===== src/rtl/multicycle_controller.sv =====
// ----------------------------------------------------------------------------
// multicycle_controller
//   Moore-style control FSM for a multicycle MIPS datapath. Sequences one
//   instruction at a time through fetch, decode, execute, memory and
//   writeback. Drives every datapath select and write enable from the current
//   state, op/funct and the ALU zero flag. Stalls on a shared instruction/data
//   memory through a mem_req/mem_ready handshake. Unsupported instructions
//   park the FSM in TRAP until reset.
//
// Parameters
//   SUPPORT_JUMP : 1 decodes op 000010 (j) as JUMP, 0 treats it as illegal
//   CNT_W        : width of the retired-instruction counter
//
// Ports
//   clk          : clock, all state updates on the rising edge
//   rst          : asynchronous active-low reset
//   op, funct    : instruction fields from the instruction register
//   zero         : ALU zero flag, used for beq
//   mem_ready    : memory completes the current access this cycle
//   mem_req      : memory access request
//   iord         : memory address select (0 PC, 1 ALU_out)
//   mem_write    : data memory write enable
//   ir_write     : instruction register load
//   reg_dst      : write register select (0 rt, 1 rd)
//   mem_to_reg   : writeback select (0 ALU_out, 1 read data)
//   reg_write    : register file write enable
//   alu_src_a    : ALU source A select (0 PC, 1 reg A)
//   alu_src_b    : ALU source B select (00 B, 01 4, 10 imm, 11 imm<<2)
//   alu_control  : ALU operation (010 add, 110 sub, 000 and, 001 or, 111 slt)
//   pc_src       : next-PC select (00 ALU result, 01 ALU_out, 10 jump)
//   pc_en        : PC load enable
//   illegal_op   : high while trapped
//   state        : current state encoding, for debug
//   instr_count  : number of retired instructions
// ----------------------------------------------------------------------------
module multicycle_controller #(
    parameter bit SUPPORT_JUMP = 1'b1,
    parameter int CNT_W        = 32
) (
    input  logic             clk,
    input  logic             rst,
    input  logic [5:0]       op,
    input  logic [5:0]       funct,
    input  logic             zero,
    input  logic             mem_ready,
    output logic             mem_req,
    output logic             iord,
    output logic             mem_write,
    output logic             ir_write,
    output logic             reg_dst,
    output logic             mem_to_reg,
    output logic             reg_write,
    output logic             alu_src_a,
    output logic [1:0]       alu_src_b,
    output logic [2:0]       alu_control,
    output logic [1:0]       pc_src,
    output logic             pc_en,
    output logic             illegal_op,
    output logic [3:0]       state,
    output logic [CNT_W-1:0] instr_count
);

    typedef enum logic [3:0] {
        S_FETCH  = 4'd0,
        S_DECODE = 4'd1,
        S_MEMADR = 4'd2,
        S_MEMRD  = 4'd3,
        S_MEMWB  = 4'd4,
        S_MEMWR  = 4'd5,
        S_EXEC   = 4'd6,
        S_ALUWB  = 4'd7,
        S_BRANCH = 4'd8,
        S_ADDIEX = 4'd9,
        S_ADDIWB = 4'd10,
        S_JUMP   = 4'd11,
        S_TRAP   = 4'd15
    } state_t;

    localparam logic [5:0] OP_RTYPE = 6'b000000;
    localparam logic [5:0] OP_LW    = 6'b100011;
    localparam logic [5:0] OP_SW    = 6'b101011;
    localparam logic [5:0] OP_BEQ   = 6'b000100;
    localparam logic [5:0] OP_ADDI  = 6'b001000;
    localparam logic [5:0] OP_J     = 6'b000010;

    state_t r_state;
    state_t w_next;
    logic   w_retire;
    logic   w_memReq;
    logic   w_memWrite;
    logic   w_irWrite;
    logic   w_regWrite;
    logic   w_pcWrite;
    logic   w_branch;

    // State register; reset lands in FETCH immediately, without waiting for a clock.
    always_ff @(posedge clk or negedge rst) begin
        if (!rst) begin
            r_state <= S_FETCH;
        end else begin
            r_state <= w_next;
        end
    end

    // Retired-instruction counter; wraps naturally at its full width.
    always_ff @(posedge clk or negedge rst) begin
        if (!rst) begin
            instr_count <= '0;
        end else if (w_retire) begin
            instr_count <= instr_count + CNT_W'(1);
        end
    end

    // Next-state and Moore output decode. Write enables are produced raw here
    // and gated by reset below.
    always_comb begin
        w_next      = r_state;
        w_retire    = 1'b0;
        w_memReq    = 1'b0;
        w_memWrite  = 1'b0;
        w_irWrite   = 1'b0;
        w_regWrite  = 1'b0;
        w_pcWrite   = 1'b0;
        w_branch    = 1'b0;
        iord        = 1'b0;
        reg_dst     = 1'b0;
        mem_to_reg  = 1'b0;
        alu_src_a   = 1'b0;
        alu_src_b   = 2'b00;
        alu_control = 3'b010;
        pc_src      = 2'b00;
        illegal_op  = 1'b0;

        case (r_state)
            S_FETCH: begin
                w_memReq  = 1'b1;
                alu_src_b = 2'b01;
                w_irWrite = mem_ready;
                w_pcWrite = mem_ready;
                if (mem_ready) begin
                    w_next = S_DECODE;
                end
            end
            S_DECODE: begin
                alu_src_b = 2'b11;
                case (op)
                    OP_LW, OP_SW: w_next = S_MEMADR;
                    OP_RTYPE: begin
                        case (funct)
                            6'b100000, 6'b100010, 6'b100100,
                            6'b100101, 6'b101010: w_next = S_EXEC;
                            default:              w_next = S_TRAP;
                        endcase
                    end
                    OP_BEQ:  w_next = S_BRANCH;
                    OP_ADDI: w_next = S_ADDIEX;
                    OP_J:    w_next = SUPPORT_JUMP ? S_JUMP : S_TRAP;
                    default: w_next = S_TRAP;
                endcase
            end
            S_MEMADR: begin
                alu_src_a = 1'b1;
                alu_src_b = 2'b10;
                if (op == OP_LW) begin
                    w_next = S_MEMRD;
                end else if (op == OP_SW) begin
                    w_next = S_MEMWR;
                end else begin
                    w_next = S_TRAP;
                end
            end
            S_MEMRD: begin
                w_memReq = 1'b1;
                iord     = 1'b1;
                if (mem_ready) begin
                    w_next = S_MEMWB;
                end
            end
            S_MEMWB: begin
                mem_to_reg = 1'b1;
                w_regWrite = 1'b1;
                w_next     = S_FETCH;
                w_retire   = 1'b1;
            end
            S_MEMWR: begin
                w_memReq   = 1'b1;
                iord       = 1'b1;
                w_memWrite = 1'b1;
                if (mem_ready) begin
                    w_next   = S_FETCH;
                    w_retire = 1'b1;
                end
            end
            S_EXEC: begin
                alu_src_a = 1'b1;
                case (funct)
                    6'b100010: alu_control = 3'b110;
                    6'b100100: alu_control = 3'b000;
                    6'b100101: alu_control = 3'b001;
                    6'b101010: alu_control = 3'b111;
                    default:   alu_control = 3'b010;
                endcase
                w_next = S_ALUWB;
            end
            S_ALUWB: begin
                reg_dst    = 1'b1;
                w_regWrite = 1'b1;
                w_next     = S_FETCH;
                w_retire   = 1'b1;
            end
            S_BRANCH: begin
                alu_src_a   = 1'b1;
                alu_control = 3'b110;
                pc_src      = 2'b01;
                w_branch    = 1'b1;
                w_next      = S_FETCH;
                w_retire    = 1'b1;
            end
            S_ADDIEX: begin
                alu_src_a = 1'b1;
                alu_src_b = 2'b10;
                w_next    = S_ADDIWB;
            end
            S_ADDIWB: begin
                w_regWrite = 1'b1;
                w_next     = S_FETCH;
                w_retire   = 1'b1;
            end
            S_JUMP: begin
                pc_src    = 2'b10;
                w_pcWrite = 1'b1;
                w_next    = S_FETCH;
                w_retire  = 1'b1;
            end
            default: begin
                // TRAP and any unused encoding hold until reset.
                illegal_op = 1'b1;
                w_next     = S_TRAP;
            end
        endcase
    end

    // Gating with rst keeps every enable low for the whole reset window,
    // including the instant reset arrives mid-instruction.
    assign mem_req   = w_memReq & rst;
    assign mem_write = w_memWrite & rst;
    assign ir_write  = w_irWrite & rst;
    assign reg_write = w_regWrite & rst;
    assign pc_en     = (w_pcWrite | (w_branch & zero)) & rst;
    assign state     = r_state;

endmodule

===== config.mk =====
export PLATFORM = sky130hd
export DESIGN_NAME = multicycle_controller
export DESIGN_NICKNAME = d
export VERILOG_FILES = /design/src/rtl/multicycle_controller.sv
export SDC_FILE = /design/constraint.sdc
export NUM_CORES = 1
export LEC_CHECK = 0
export BUFFER_PORTS_ARGS = -buffer_cell sky130_fd_sc_hd__buf_2
export CELL_PAD_IN_SITES_DETAIL_PLACEMENT = 0
export CELL_PAD_IN_SITES_GLOBAL_PLACEMENT = 2
export CORE_MARGIN = 2
export CORE_UTILIZATION = 33
export CTS_CLUSTER_SIZE = 14
export DETAILED_ROUTE_END_ITERATION = 10
export GPL_TIMING_DRIVEN = 1
export PLACE_DENSITY_LB_ADDON = 0.15
export SLEW_MARGIN = 20
export SYNTH_ARGS = -nofsm -noshare
export SYNTH_HDL_FRONTEND = slang
export SYNTH_SLANG_ARGS = --single-unit

===== constraint.sdc =====
create_clock -name clk -period 2.8 [get_ports clk]
set_clock_uncertainty 0.15 [all_clocks]
set_input_delay 0.14 -clock clk [delete_from_list [all_inputs] [get_ports clk]]
set_output_delay 0.14 -clock clk [all_outputs]
set_load 0.01 [all_outputs]

==> flow_summary.yaml, run 1 <==
sta:
  setup_viol: 0
  rsz0062_at_grt: "no"
  layout_setup_ws_ns: 0.645
  worstMarginPinSlew_ns: 0.595
  whs_ns: 0.0502
  fmax_mhz: 464
  setup_tns_ns: 0
  slew_violations: 0
  fin_crit_sh: 0.770
  slew_headroom: 0.604
  layout_min_cycle_time_ns: 2.16
  hold_viol_final: 0
clock_network:
  htreeDepth: 2
  clkLatencyLatePin_ns: 0.29
  cts_root_buf: "clkbuf_8"
  cts_resized: 0
  cts_inserted_buffers: 5
  post-cts-setup-buffers: 0
  cts_tree: "yes"
  cts.sinks: 36
  hold_buffers: 1
  clock_path_buffers: 2
  cts.clk_slew.worst_paths_ns: 0.08
grt:
  grt_pass1_wl_um: 9160
  antenna_found_initial: 0
  grt_pass1_vias: 1833
  grt_max_degree: 36
  grt_overflow: 0
  track_usage: 0.155
power:
  power_uw: 2120
  vdd_drop_max_uv: 437
  cellLeakagePower_uw: 0.00135
  power_density_mw_per_mm2: 770
setup_path:
  reg2reg_depth: 5
  slowest_stage: "dfrtp_1"
  crit_arrival_ns: 1.87
  r2r-end: "instr_count[28]"
  critical_path_peak_fanout: 13
  crit_path_start_kind: "flip-flop"
  critPathKind: "reg -> out"
  r2r-start: "state[3]"
  max_stage_delay_ns: 0.68
  cp-end-kind: "primary output"
  path_cells: "inv_1, nand2_1, o21ai_0, a21oi_1, nor2b_1, buf_2"
  required_ns: 2.51
  rrSetupSlack_ns: 0.70
place:
  place_ws_ns: 0.704
  numPortBuffers: 68
  place.gp.congestion: 0.788
  dp_hpwl_um: 4000
logic_synthesis:
  synth-async-reset-ratio: 1.00
  seq_area_frac_synth: 0.401
  ys_seq_elements: 36
  yosysWarningCount: 0
  synth_flop_cell: "dfrtp_1"
  syn_nets: 258
  syn_avg_cell_area_um2: 9.32
  ys_types: 51
  synth_edf_count: 0
  synth_area_mm2: 0.00225
  syn_inst: 241
drt:
  vias: 1930
  drc_errors: 0
  ant_nets: 0
  drt-total-wl_um: 5510
  drt_iter0_drc: 73
  wl_per_cell_um: 14.2
  avgViaCountPerCell: 4.96
  drtPass1Iterations: 4
finish:
  syn2layout_area_growth_pct: 22.6
  fin_util: 0.412
  diodes: 0
  layout_common_cells: "buf_2 (68), dfrtp_1 (36), nand2_1 (21)"
  nets: 325
  final_layout_size_suffix_gt1_frac: 0.320
  final_common_cell: "buf_2"
die:
  die-width_um: 86.5
  num_rows: 30
  initial_core_util: 0.336
  io-pin-count: 69
  coreArea_mm2: 0.00668
  dieArea_mm2: 0.00748
  die_y_um: 86.5
run_status:
  status: "complete, no violations"
min_path:
  hold_path_class: "in -> async"
job:
  cap_violations: 0
==> where the power goes <==
group | switching (µW) | internal, µW
registers | 189 | 595
clock network | 201 | 173
logic | 558 | 403
==> logic make-up (layout without fill, tap and decap cells) <==
group,Yosys count,count (layout),synth area share
DFF,36,36,0.401
xor gates and xnor gates,34,34,0.133
muxes,2,2,0.00891
buffers and inverters,22,90,0.0390
adders and majority gates,1,1,0.00557
and+or+nand+nor,116,116,0.316
AOI/OAI and AO/OA,30,30,0.0964
==> critical path, delay by kind of cell, from the launching register on <==
family,cells,cell delay (ns)
simple gates,2,0.25
buf+inv,2,0.37
flops,1,0.68
compound gates,2,0.27
==> metrics by stage <==
stage               std cells  instance area, µm²
detailed placement        380                2660
global placement          380                2660
CTS                       389                2750
global route              389                2750
finish                    389                2750
floorplan                 241                2250
==> state kept, by name, indices dropped and copies added (netlist names) <==
| name | flops |
|---|---|
| instr_count | 32 |
| state | 4 |
==> area by class of cell <==
class | instances | area, µm²
clock inverters | 3 | 18.8
multi-input cells | 183 | 1260
repair buffers | 71 | 365
fillers | 718 | 3930
well taps | 80 | 100
flip-flops and latches | 36 | 901
inverters | 11 | 41.3
clock buffers | 5 | 68.8
==> cell usage after synthesis (5+ instances only) <==
cell type,number,area share
dfrtp_1,36,0.40
xnor2_1,16,0.062
nand2b_1,5,0.014
nand4_1,9,0.025
xor2_1,18,0.070
clkbuf_1,7,0.012
o21ai_0,7,0.016
nor4_2,7,0.039
nand2_1,21,0.035
nand3_1,13,0.029
nor2_1,18,0.030
nor3_1,11,0.025
inv_1,11,0.018
==> routing by layer <==
metal	global-route usage	up-vias	routed length (µm)
met5	0	-	0
met2	0.240	39	2530
met1	0.213	911	2690
li1	-	976	-
met4	0.0469	0	51
met3	0.0429	4	243
==> how the worst max path moves through the flow <==
stage / start / end / slack [ns] / cells after the start
floorplan: instr_count[0] / instr_count[28] / 0.92 / 6
global placement: state[0] / instr_count[13] / 0.72 / 5
detailed placement: state[2] / instr_count[13] / 0.70 / 5
CTS: state[2] / reg_write / 0.61 / 6
global route: state[2] / reg_write / 0.42 / 6
finish: state[2] / reg_write / 0.64 / 6
No activity file was read; power rests on OpenSTA's default activity.
==> run 2, diff against run 1 <==
Settings changed: CORE_UTILIZATION 33 to 27.
Clock period 2.8 ns to 1.9 ns, I/O delays scaled along.
==> flow_summary.yaml, run 2 (same netlist as run 1, synthesis figures left out) <==
sta:
  worstMarginPinSlew_ns: 0.409
  fmax_mhz: 542
  setup_viol: 0
  slew_headroom: 0.727
  slew_violations: 0
  layout_min_cycle_time_ns: 1.85
  fin_crit_sh: 0.972
  hold_viol_final: 0
  rsz0062_at_grt: "yes"
clock_network:
  cts_tree: "yes"
  clkLatencyLatePin_ns: 0.28
  cts_inserted_buffers: 5
  cts.sinks: 36
  htreeDepth: 2
  clock_path_buffers: 2
  cts_root_buf: "clkbuf_8"
  cts.clk_slew.worst_paths_ns: 0.07
finish:
  final_common_cell: "buf_2"
  final.fill_count: 855
  fin_util: 0.386
  nets: 363
  syn2layout_area_growth_pct: 39.8
  final_layout_size_suffix_gt1_frac: 0.425
  diodes: 0
  largest_reg_flops: 32
  top_register: "instr_count"
  layout_common_cells: "buf_2 (68), buf_4 (38), dfrtp_1 (36)"
die:
  coreArea_mm2: 0.00813
  io-pin-count: 69
  die-width_um: 95.2
  num_rows: 33
  dieArea_mm2: 0.00906
  initial_core_util: 0.276
  die_y_um: 95.2
grt:
  track_usage: 0.141
  grt_pass1_vias: 2037
  grt_pass1_wl_um: 9980
  grt_overflow: 0
  grt_max_degree: 24
  antenna_found_initial: 0
drt:
  ant_nets: 0
  wl_per_cell_um: 13.4
  top_layer: "met4"
  drt-total-wl_um: 6040
  avgViaCountPerCell: 4.66
  drtPass1Iterations: 4
  wl_met3_um: 261
  drc_errors: 0
  wl_met1_um: 2880
  wl_met2_um: 2820
  drt_iter0_drc: 55
  vias: 2102
setup_path:
  crit_path_start_kind: "flip-flop"
  required_ns: 1.96
  crit_arrival_ns: 1.91
  critPathKind: "reg -> reg"
  critical_path_peak_fanout: 8
  cp-end-kind: "flip-flop"
min_path:
  hold_path_class: "in -> reg"
power:
  power_uw: 3580
  cellLeakagePower_uw: 0.00157
  vdd_drop_max_uv: 505
  power_density_mw_per_mm2: 1140
job:
  cap_violations: 0
place:
  numPortBuffers: 68
  place.gp.congestion: 0.784
  dp_hpwl_um: 4580
run_status:
  status: "complete, no violations"
run 2: final timing paths:
kind,startpoint,end,slack [ns],depth (start not counted)
setup reg to reg,state[2],instr_count[25],0.05,7
max in group asynchronous,rst,instr_count[16],0.83,3
hold / removal,mem_ready,state[2],0.08,3
hold reg to reg,instr_count[31],instr_count[31],0.32,1
setup / recovery,state[2],instr_count[25],0.05,7
min in group asynchronous,rst,state[3],0.12,2
run 2: power breakdown:
part / switching, µW / internal [µW] / total, µW
clock network: 263 / 249 / 512
registers: 108 / 880 / 988
logic: 1140 / 936 / 2080
total: 1510 / 2070 / 3580
run 2: per-layer routing:
metal	track usage	vias up
li1	-	1048
met2	0.226	41
met3	0.0285	7
met5	0	-
met4	0.0399	0
met1	0.193	1006
run 2: final cells by class:
class	instances	area, µm²	area share
clock inverters	1	5.00	0.00159
inverters	11	45.0	0.0143
clock buffers	6	72.6	0.0231
flip-flops and latches	36	901	0.287
well taps	105	131	0.0418
multi-input cells	183	1330	0.423
repair buffers	109	658	0.210
run 2: worst max-delay path: stages, from the launching register on:
cell and delay (ns):
dfrtp_1 0.43, buf_4 0.15, nand2_1 0.07, a21oi_4 0.26, nand4_4 0.24, buf_4 0.20, nor2_1 0.13, xor2_1 0.15
run 2: stage by stage:
step	TNS [ns]	instance area, µm²	cells	hold slack [ns]	setup slack (ns)
6_report	0	3140	451	0.0813	0.0541
3_5_place_dp	0	2900	434	-0.104	0.0771
2_1_floorplan	0	2250	241	-0.351	0.0236
4_1_cts	0	3010	443	0.0650	0.0113
5_1_grt	-0.349	3140	451	0.0691	-0.0764
3_3_place_gp	0	2900	434	-0.0976	0.0592
run 2: timing repair:
item,4_1_cts,5_1_grt
buffers inserted,1,9
gates resized for setup,4,17
hold buffers,1,0
hold endpoints to repair,13,0
pin swaps,0,3
cloned,0,0
endpoints found under the setup margin,3,16
==> run 3, diff against run 2 <==
Settings changed: MAX_ROUTING_LAYER from default to met4.
==> flow_summary.yaml, run 3 (same netlist as run 1, synthesis figures left out) <==
setup_path:
  rrSetupSlack_ns: 0.06
  critPathKind: "reg -> out"
  max_stage_delay_ns: 0.43
  path_cells: "buf_4, clkinvlp_4, nand2_2, o21ai_1, a21oi_1, nor2b_1, buf_2"
  crit_path_start_kind: "flip-flop"
  crit_buf_inv: 3
  cp-end-kind: "primary output"
  path_delay_family: "buffers and inverters"
  slowest_stage: "dfrtp_1"
  required_ns: 1.65
  crit_arrival_ns: 1.60
  critical_path_peak_fanout: 6
finish:
  final.fill_count: 855
  largest_reg_flops: 32
  top_register: "instr_count"
  final_layout_size_suffix_gt1_frac: 0.425
  diodes: 0
  final_common_cell: "buf_2"
  layout_common_cells: "buf_2 (68), buf_4 (38), dfrtp_1 (36)"
  layout.area.seq_um2: 901
  nets: 363
  syn2layout_area_growth_pct: 39.8
  multi_input_area_mm2: 0.00133
place:
  numPortBuffers: 68
  dp_hpwl_um: 4580
  place.gp.congestion: 0.794
  place_ws_ns: 0.0771
drt:
  drc_errors: 0
  avgViaCountPerCell: 4.65
  drt-total-wl_um: 6020
  drtPass1Iterations: 4
  vias: 2098
  ant_nets: 0
  wl_per_cell_um: 13.4
  drt_iter0_drc: 53
power:
  cellLeakagePower_uw: 0.00157
  power_density_mw_per_mm2: 1140
  vdd_drop_max_uv: 506
  power_uw: 3580
clock_network:
  cts_tree: "yes"
  htreeDepth: 2
  cts_root_buf: "clkbuf_8"
  cts_inserted_buffers: 5
  cts.clk_slew.worst_paths_ns: 0.07
  clkLatencyLatePin_ns: 0.28
  clock_path_buffers: 2
  cts.sinks: 36
sta:
  layout_setup_ws_ns: 0.0537
  fin_crit_sh: 0.972
  layout_min_cycle_time_ns: 1.85
  fmax_mhz: 542
  hold_viol_final: 0
  setup_tns_ns: 0
  slew_headroom: 0.726
  worstMarginPinSlew_ns: 0.412
  setup_viol: 0
  slew_violations: 0
  rsz0062_at_grt: "yes"
  whs_ns: 0.0774
job:
  cap_violations: 0
die:
  dieArea_mm2: 0.00906
  coreArea_mm2: 0.00813
  num_rows: 33
  initial_core_util: 0.276
  die-width_um: 95.2
  die_y_um: 95.2
  io-pin-count: 69
grt:
  antenna_found_initial: 0
  grt_max_degree: 24
  grt_pass1_wl_um: 9990
  grt_overflow: 0
  grt_pass1_vias: 2036
  track_usage: 0.145
min_path:
  hold_path_class: "in -> reg"
run_status:
  status: "complete, no violations"
run 3: cell counts in the layout (fill, tap and decap cells not counted):
Identical to the previous run, type by type.
run 3: per-stage QoR:
| stage | instance area (µm²) | util | std cells |
|---|---|---|---|
| 2_1_floorplan | 2250 | - | 241 |
| 3_3_place_gp | 2900 | 0.357 | 434 |
| 3_5_place_dp | 2900 | 0.357 | 434 |
| 4_1_cts | 3010 | 0.370 | 443 |
| 5_1_grt | 3140 | 0.386 | 451 |
| 6_report | 3140 | 0.386 | 451 |
run 3: per-layer routing:
metal | vias up | wire length (µm) | GRT usage
met4 | 0 | 54 | 0.0399
met1 | 996 | 2880 | 0.193
li1 | 1052 | - | -
met3 | 6 | 269 | 0.0285
met2 | 44 | 2820 | 0.226
met5 | - | 0 | -
run 3: final cells by class:
type                            count  area share
Clock buffer                        6      0.0231
Sequential cell                    36       0.287
Multi-Input combinational cell    183       0.423
Clock inverter                      1     0.00159
Timing Repair Buffer              109       0.210
Inverter                           11      0.0143
Tap cell                          105      0.0418
run 3: path summary, 6_finish.rpt:
check | start | endpoint | depth (start not counted)
worst max-delay path | state[2] | reg_write | 7
worst min-delay path | mem_ready | state[2] | 3
worst max register to register | state[2] | instr_count[25] | 7
worst min register to register | instr_count[31] | instr_count[31] | 1
max in group asynchronous | rst | instr_count[16] | 3
min in group asynchronous | rst | state[3] | 2
run 3: timing repair:
| action | in CTS | in global routing |
|---|---|---|
| endpoints found under the hold margin | 13 | 0 |
| setup buffers | 1 | 9 |
| pin swaps | 0 | 3 |
| resized for setup | 4 | 17 |
| setup endpoints to repair | 3 | 16 |
| hold buffers | 1 | 0 |
run 3: report_power, final:
part,internal (µW),switching (µW),leakage [µW]
clock,249,263,0.0000410
combinational,936,1140,0.00107
sequential,880,108,0.000464
total,2070,1510,0.00157
run 3: tightest hold or removal path, cell delays in order:
cell	delay [ns]
buf_2	0.16
nor2_1	0.13
a31oi_1	0.09
